--- src/rtl/seg_scan_decoder.sv ---
// rtl/seg_scan_decoder.sv - scanned active-low seven-segment bus back to BCD digits
// Synchronizes the pads, debounces each {an_n, seg_n} pattern, decodes and assembles frames.
module seg_scan_decoder #(
  parameter int NUM_DIGITS    = 4,
  parameter int STABLE_CYCLES = 4
) (
  input  logic                      clk,
  input  logic                      reset_n,
  input  logic [NUM_DIGITS-1:0]     an_n,
  input  logic [6:0]                seg_n,
  output logic [4*NUM_DIGITS-1:0]   digits,
  output logic [NUM_DIGITS-1:0]     digit_valid,
  output logic                      frame_valid,
  output logic                      frame_pulse,
  output logic                      code_error
);

  localparam int CW = $clog2(STABLE_CYCLES + 1);
  localparam logic [CW-1:0] CNT_MAX = CW'(STABLE_CYCLES);

  typedef enum logic [1:0] {ST_IDLE, ST_SETTLE, ST_HOLD} state_t;

  logic [NUM_DIGITS-1:0]   an_s1, an_s2;
  logic [6:0]              seg_s1, seg_s2;
  logic [NUM_DIGITS+6:0]   sample, prev_q;
  logic                    changed, idle_an;

  state_t                  state_q, state_d;
  logic [CW-1:0]           cnt_q, cnt_d, cnt_inc;
  logic                    accept;

  logic [NUM_DIGITS-1:0]   an_low, seen_q, seen_d, dv_d;
  logic [4*NUM_DIGITS-1:0] dig_d;
  logic                    onehot, dec_ok, blank, fv_d, fp_d, ce_d;
  logic [3:0]              dec_val;

  function automatic logic [4:0] decode_seg(input logic [6:0] s);
    case (s)
      7'b1000000: decode_seg = {1'b1, 4'd0};
      7'b1111001: decode_seg = {1'b1, 4'd1};
      7'b0100100: decode_seg = {1'b1, 4'd2};
      7'b0110000: decode_seg = {1'b1, 4'd3};
      7'b0011001: decode_seg = {1'b1, 4'd4};
      7'b0010010: decode_seg = {1'b1, 4'd5};
      7'b0000010: decode_seg = {1'b1, 4'd6};
      7'b1111000: decode_seg = {1'b1, 4'd7};
      7'b0000000: decode_seg = {1'b1, 4'd8};
      7'b0010000: decode_seg = {1'b1, 4'd9};
      default:    decode_seg = {1'b0, 4'd0};
    endcase
  endfunction

  // Pads reset to the idle (all ones) bus so release never looks like a pattern.
  always_ff @(posedge clk or negedge reset_n) begin
    if (!reset_n) begin
      an_s1  <= '1;
      an_s2  <= '1;
      seg_s1 <= '1;
      seg_s2 <= '1;
      prev_q <= '1;
    end else begin
      an_s1  <= an_n;
      an_s2  <= an_s1;
      seg_s1 <= seg_n;
      seg_s2 <= seg_s1;
      prev_q <= sample;
    end
  end

  assign sample  = {an_s2, seg_s2};
  assign changed = (sample != prev_q);
  assign idle_an = &an_s2;
  assign cnt_inc = cnt_q + CW'(1);

  always_ff @(posedge clk or negedge reset_n) begin
    if (!reset_n) begin
      state_q <= ST_IDLE;
      cnt_q   <= '0;
    end else begin
      state_q <= state_d;
      cnt_q   <= cnt_d;
    end
  end

  always_comb begin
    state_d = state_q;
    cnt_d   = cnt_q;
    accept  = 1'b0;
    if (changed) begin
      if (idle_an) begin
        state_d = ST_IDLE;
        cnt_d   = '0;
      end else if (CNT_MAX == CW'(1)) begin
        state_d = ST_HOLD;
        cnt_d   = CNT_MAX;
        accept  = 1'b1;
      end else begin
        state_d = ST_SETTLE;
        cnt_d   = CW'(1);
      end
    end else begin
      case (state_q)
        ST_IDLE: cnt_d = '0;
        ST_SETTLE: begin
          cnt_d = cnt_inc;
          if (cnt_inc == CNT_MAX) begin
            state_d = ST_HOLD;
            accept  = 1'b1;
          end
        end
        ST_HOLD: cnt_d = CNT_MAX;
        default: begin
          state_d = ST_IDLE;
          cnt_d   = '0;
        end
      endcase
    end
  end

  assign an_low            = ~an_s2;
  assign onehot            = (an_low != '0) && ((an_low & (an_low - NUM_DIGITS'(1))) == '0);
  assign {dec_ok, dec_val} = decode_seg(seg_s2);
  assign blank             = &seg_s2;

  // Accepted pattern: update the selected digit, then close the frame once every digit is seen.
  always_comb begin
    dig_d  = digits;
    dv_d   = digit_valid;
    seen_d = seen_q;
    fv_d   = frame_valid;
    fp_d   = 1'b0;
    ce_d   = 1'b0;
    if (accept) begin
      if (onehot) begin
        ce_d = !dec_ok && !blank;
        for (int i = 0; i < NUM_DIGITS; i++) begin
          if (an_low[i]) begin
            seen_d[i] = 1'b1;
            dv_d[i]   = dec_ok;
            if (dec_ok) dig_d[4*i +: 4] = dec_val;
          end
        end
        if (&seen_d) begin
          fp_d   = 1'b1;
          seen_d = '0;
          fv_d   = &dv_d;
        end
      end else begin
        ce_d = 1'b1;
      end
    end
  end

  always_ff @(posedge clk or negedge reset_n) begin
    if (!reset_n) begin
      digits      <= '0;
      digit_valid <= '0;
      seen_q      <= '0;
      frame_valid <= 1'b0;
      frame_pulse <= 1'b0;
      code_error  <= 1'b0;
    end else begin
      digits      <= dig_d;
      digit_valid <= dv_d;
      seen_q      <= seen_d;
      frame_valid <= fv_d;
      frame_pulse <= fp_d;
      code_error  <= ce_d;
    end
  end

endmodule
--- config.mk ---
export PLATFORM = sky130hd
export DESIGN_NAME = seg_scan_decoder
export DESIGN_NICKNAME = d
export VERILOG_FILES = /design/src/rtl/seg_scan_decoder.sv
export SDC_FILE = /design/constraint.sdc
export NUM_CORES = 1
export LEC_CHECK = 0
export ABC_AREA = 1
export ABC_CLOCK_PERIOD_IN_PS = 4050
export BUFFER_PORTS_ARGS = -buffer_cell sky130_fd_sc_hd__buf_2
export CAP_MARGIN = 40
export CELL_PAD_IN_SITES_DETAIL_PLACEMENT = 1
export CELL_PAD_IN_SITES_GLOBAL_PLACEMENT = 2
export CORE_MARGIN = 2
export CORE_UTILIZATION = 37
export CTS_BUF_LIST = sky130_fd_sc_hd__clkbuf_16
export DETAILED_ROUTE_END_ITERATION = 8
export PLACE_DENSITY_LB_ADDON = 0.3
export SLEW_MARGIN = 20
export SYNTH_ARGS = -nofsm -noshare
export SYNTH_HDL_FRONTEND = slang
export SYNTH_SLANG_ARGS = --single-unit
--- constraint.sdc ---
create_clock -name clk -period 4.05 [get_ports clk]
set_clock_uncertainty 0.2 [all_clocks]
set_input_delay 0.405 -clock clk [delete_from_list [all_inputs] [get_ports clk]]
set_output_delay 0.405 -clock clk [all_outputs]
set_load 0.1 [all_outputs]
==> summary.txt <==
Run status
  • Status: finished clean

STA
  • Worst slew margin: 67.19%
  • Min Clock Period, post-route: 2.291 ns
  • Slew Viols, Final: 0
  • Setup slack after layout: 1.759 ns
  • Part of the cycle the worst path needs: 56.57%
  • Final setup vio count: 0
  • Endpoints failing hold: 0
  • Fmax: 436.5 MHz
  • Worst slew pin tran: 0.4956 ns
  • RSZ-0062 raised after global routing: no
  • Setup tns final: 0 ns
  • Final Hold Slack: 0.1547 ns

Cells and area
  • FF+latch area: 0.001668 mm²
  • Layout cells sized above 1: 25.45%
  • Ant. Diodes: 0
  • Fillcell total: 927
  • Layout overhead on the synthesized area: 26.14%
  • Nets: 402
  • Multi-input gate area: 999.7 µm²

Route
  • DRC: 0
  • Vias per Instance: 4.572
  • Initial DRC count: 63
  • Final WL: 6555 µm
  • Antenna-violating nets left: 0
  • Wire per inst: 13.35 µm
  • Via Count: 2245
  • DR pass1 iterations: 4

Worst hold path
  • HP Class: reg -> reg

Die
  • Core ar.: 0.007647 mm²
  • Die width: 92.17 µm
  • Die Ht: 92.17 µm
  • Site row count: 32
  • Die Area: 0.008495 mm²
  • Initial Util: 37.61%
  • I/O pin total: 36

Synth
  • Post-Synth XOR/XNOR Area: 2.088%
  • Synth Area in Compound Gates: 2.871%
  • Multiplexer area fraction after synthesis: 0%
  • Seq cells post-synth: 65
  • Distinct cells, synth: 25
  • Adder-cell share of the synthesized area: 2.175%
  • Ys Warns: 0
  • Post-synthesis simple-gate area fraction: 27.62%
  • Post-Syn Area: 0.002877 mm²
  • Avg Cell Area, Syn: 8.797 µm²
  • Main combinational cell family by area after synthesis: simple AND/OR/NAND/NOR gates
  • Post-synthesis cell count: 327
  • Register area share after synthesis: 57.98%
  • Syn Nets: 345

Critical path
  • Type of origin of the critical path: flip-flop
  • Critical Path End Type: flip-flop
  • WP data required: 4.06 ns
  • CP arrival: 2.30 ns
  • Crit path kind: reg -> reg
  • Critical path fanouts, max: 8

Pwr
  • Worst VDD drop: 261.9 µV
  • Total power: 1.621 mW
  • Power per cell area: 446.6 mW/mm²
  • Cell leakage power: 1.965 nW

Clock tree
  • CTS tree: done
  • Hold buffers post-CTS: 12
  • Clock transition at path regs: 0.06 ns
  • Cts repair resizes: 0
  • Root Buffer: clkbuf_16
  • Clock sinks: 65
  • Maximum clock path buffer count: 2
  • # H-tree levels: 3
  • Num CTS Buffers: 9
  • Postcts setup bufs: 0
  • Clock Latency Late Sink: 0.32 ns

Placement
  • Final RePlAce weighted congestion: 0.8110
  • DP HPWL: 4723 µm
  • I/O Buffers: 35
  • Worst slack at placement: 1.411 ns

GRT
  • Largest net degree at the start of global routing: 29
  • Total congestion overflow: 0
  • First-pass GRT wire length: 11270 µm
  • Overall Global Routing Usage: 17.10%
  • Initial antenna violation count: 0
  • Vias in the first global route: 2365

Run
  • Max-Cap Viols: 0
## flip-flops by register name, indices dropped and copies added (netlist names)
name / cells
seg_s1: 7
digits: 16
an_s2: 4
state_q: 2
an_s1: 4
frame_pulse: 1
prev_q: 11
frame_valid: 1
cnt_q: 3
seg_s2: 7
seen_q: 4
digit_valid: 4
code_error: 1
## worst max-delay path, cell delays in order (launching register included)
cell and delay, ns:
dfstp_2 0.65, inv_1 0.11, nor2_1 0.23, nand3_1 0.19, nand2_1 0.11, nor2_1 0.07
nand2_2 0.12, nand2_1 0.12, inv_2 0.11, nand2_1 0.12, nand2_1 0.08, nand2_1 0.05
## layer usage
layer | up-vias | GRT usage (%) | part of all wire (%)
met1 | 1077 | 22.46 | 47
li1 | 1126 | - | -
met5 | - | 0 | 0
met2 | 31 | 27.94 | 49
met4 | 0 | 5.348 | 1.4
met3 | 11 | 4.191 | 2.7
## power breakdown
group,switching (mW),internal (mW),total [mW]
clock,0.298,0.546,0.844
sequential,0.0180,0.681,0.699
combinational,0.0465,0.0314,0.0778
total,0.362,1.26,1.62
## logic make-up (layout without fill, tap and decap cells)
logic type	count (synthesis)	after routing
AND/OR/NAND/NOR	189	189
XOR/XNOR	6	6
flip-flops	65	65
buffers and inverters	47	109
adder cells (fa/ha/maj)	5	5
AO/OA/AOI/OAI	15	15
## worst paths after layout
path,start,endpoint,slack [ns],depth (start not counted)
min in group asynchronous,reset_n,cnt_q[1]$_DFF_PN0_,0.29,2
min,seg_s1[4]$_DFF_PN1_,seg_s2[4]$_DFF_PN1_,0.15,0
max in group asynchronous,reset_n,an_s2[0]$_DFF_PN1_,2.77,3
min reg2reg,seg_s1[4]$_DFF_PN1_,seg_s2[4]$_DFF_PN1_,0.15,0
max reg2reg,seg_s2[6]$_DFF_PN1_,digits[8]$_DFFE_PN0P_,1.76,11
max,seg_s2[6]$_DFF_PN1_,digits[8]$_DFFE_PN0P_,1.76,11
## stage by stage
step	instance area [µm²]	util, %	cells
after CTS	3613	47.25	490
after global routing	3628	47.45	491
after floorplan	2877	-	327
after detailed placement	3167	41.41	462
after global placement	3147	41.15	461
final	3628	47.45	491
## Yosys cell counts, drive strengths merged
cell type	number	area share (%)
a21oi	1	0.17
buf	5	1.7
clkbuf	1	0.17
dfrtp	32	28
dfstp	33	30
ha	5	2.2
inv	41	5.4
nand2	121	16
nand3	28	5.0
nand4	6	1.3
nor2	29	3.9
nor3	5	1.3
o21ai	10	1.7
o21bai	2	0.52
o22ai	2	0.43
xnor2	3	1.2
xor2	3	0.91
## placed cells by master (no fill, tap or decap), drive strengths merged
master / count
dfrtp: 32
nor3: 5
ha: 5
buf: 40
bufinv: 2
inv: 44
dfstp: 33
nand4: 6
a21oi: 1
o21ai: 10
nor2: 29
nand2: 121
xor2: 3
o22ai: 2
clkbuf: 9
dlygate4sd3: 12
nand3: 28
o21bai: 2
clkinv: 2
xnor2: 3
## layout make-up
type	instances	share of cell area, %
flip-flops and latches	65	45.97
multi-input cells	215	27.55
repair buffers	52	9.724
clock buffers	9	6.207
inverters	41	4.241
well taps	102	3.517
clock inverters	7	2.793
Note: power is estimated with default switching activity, not from simulation.
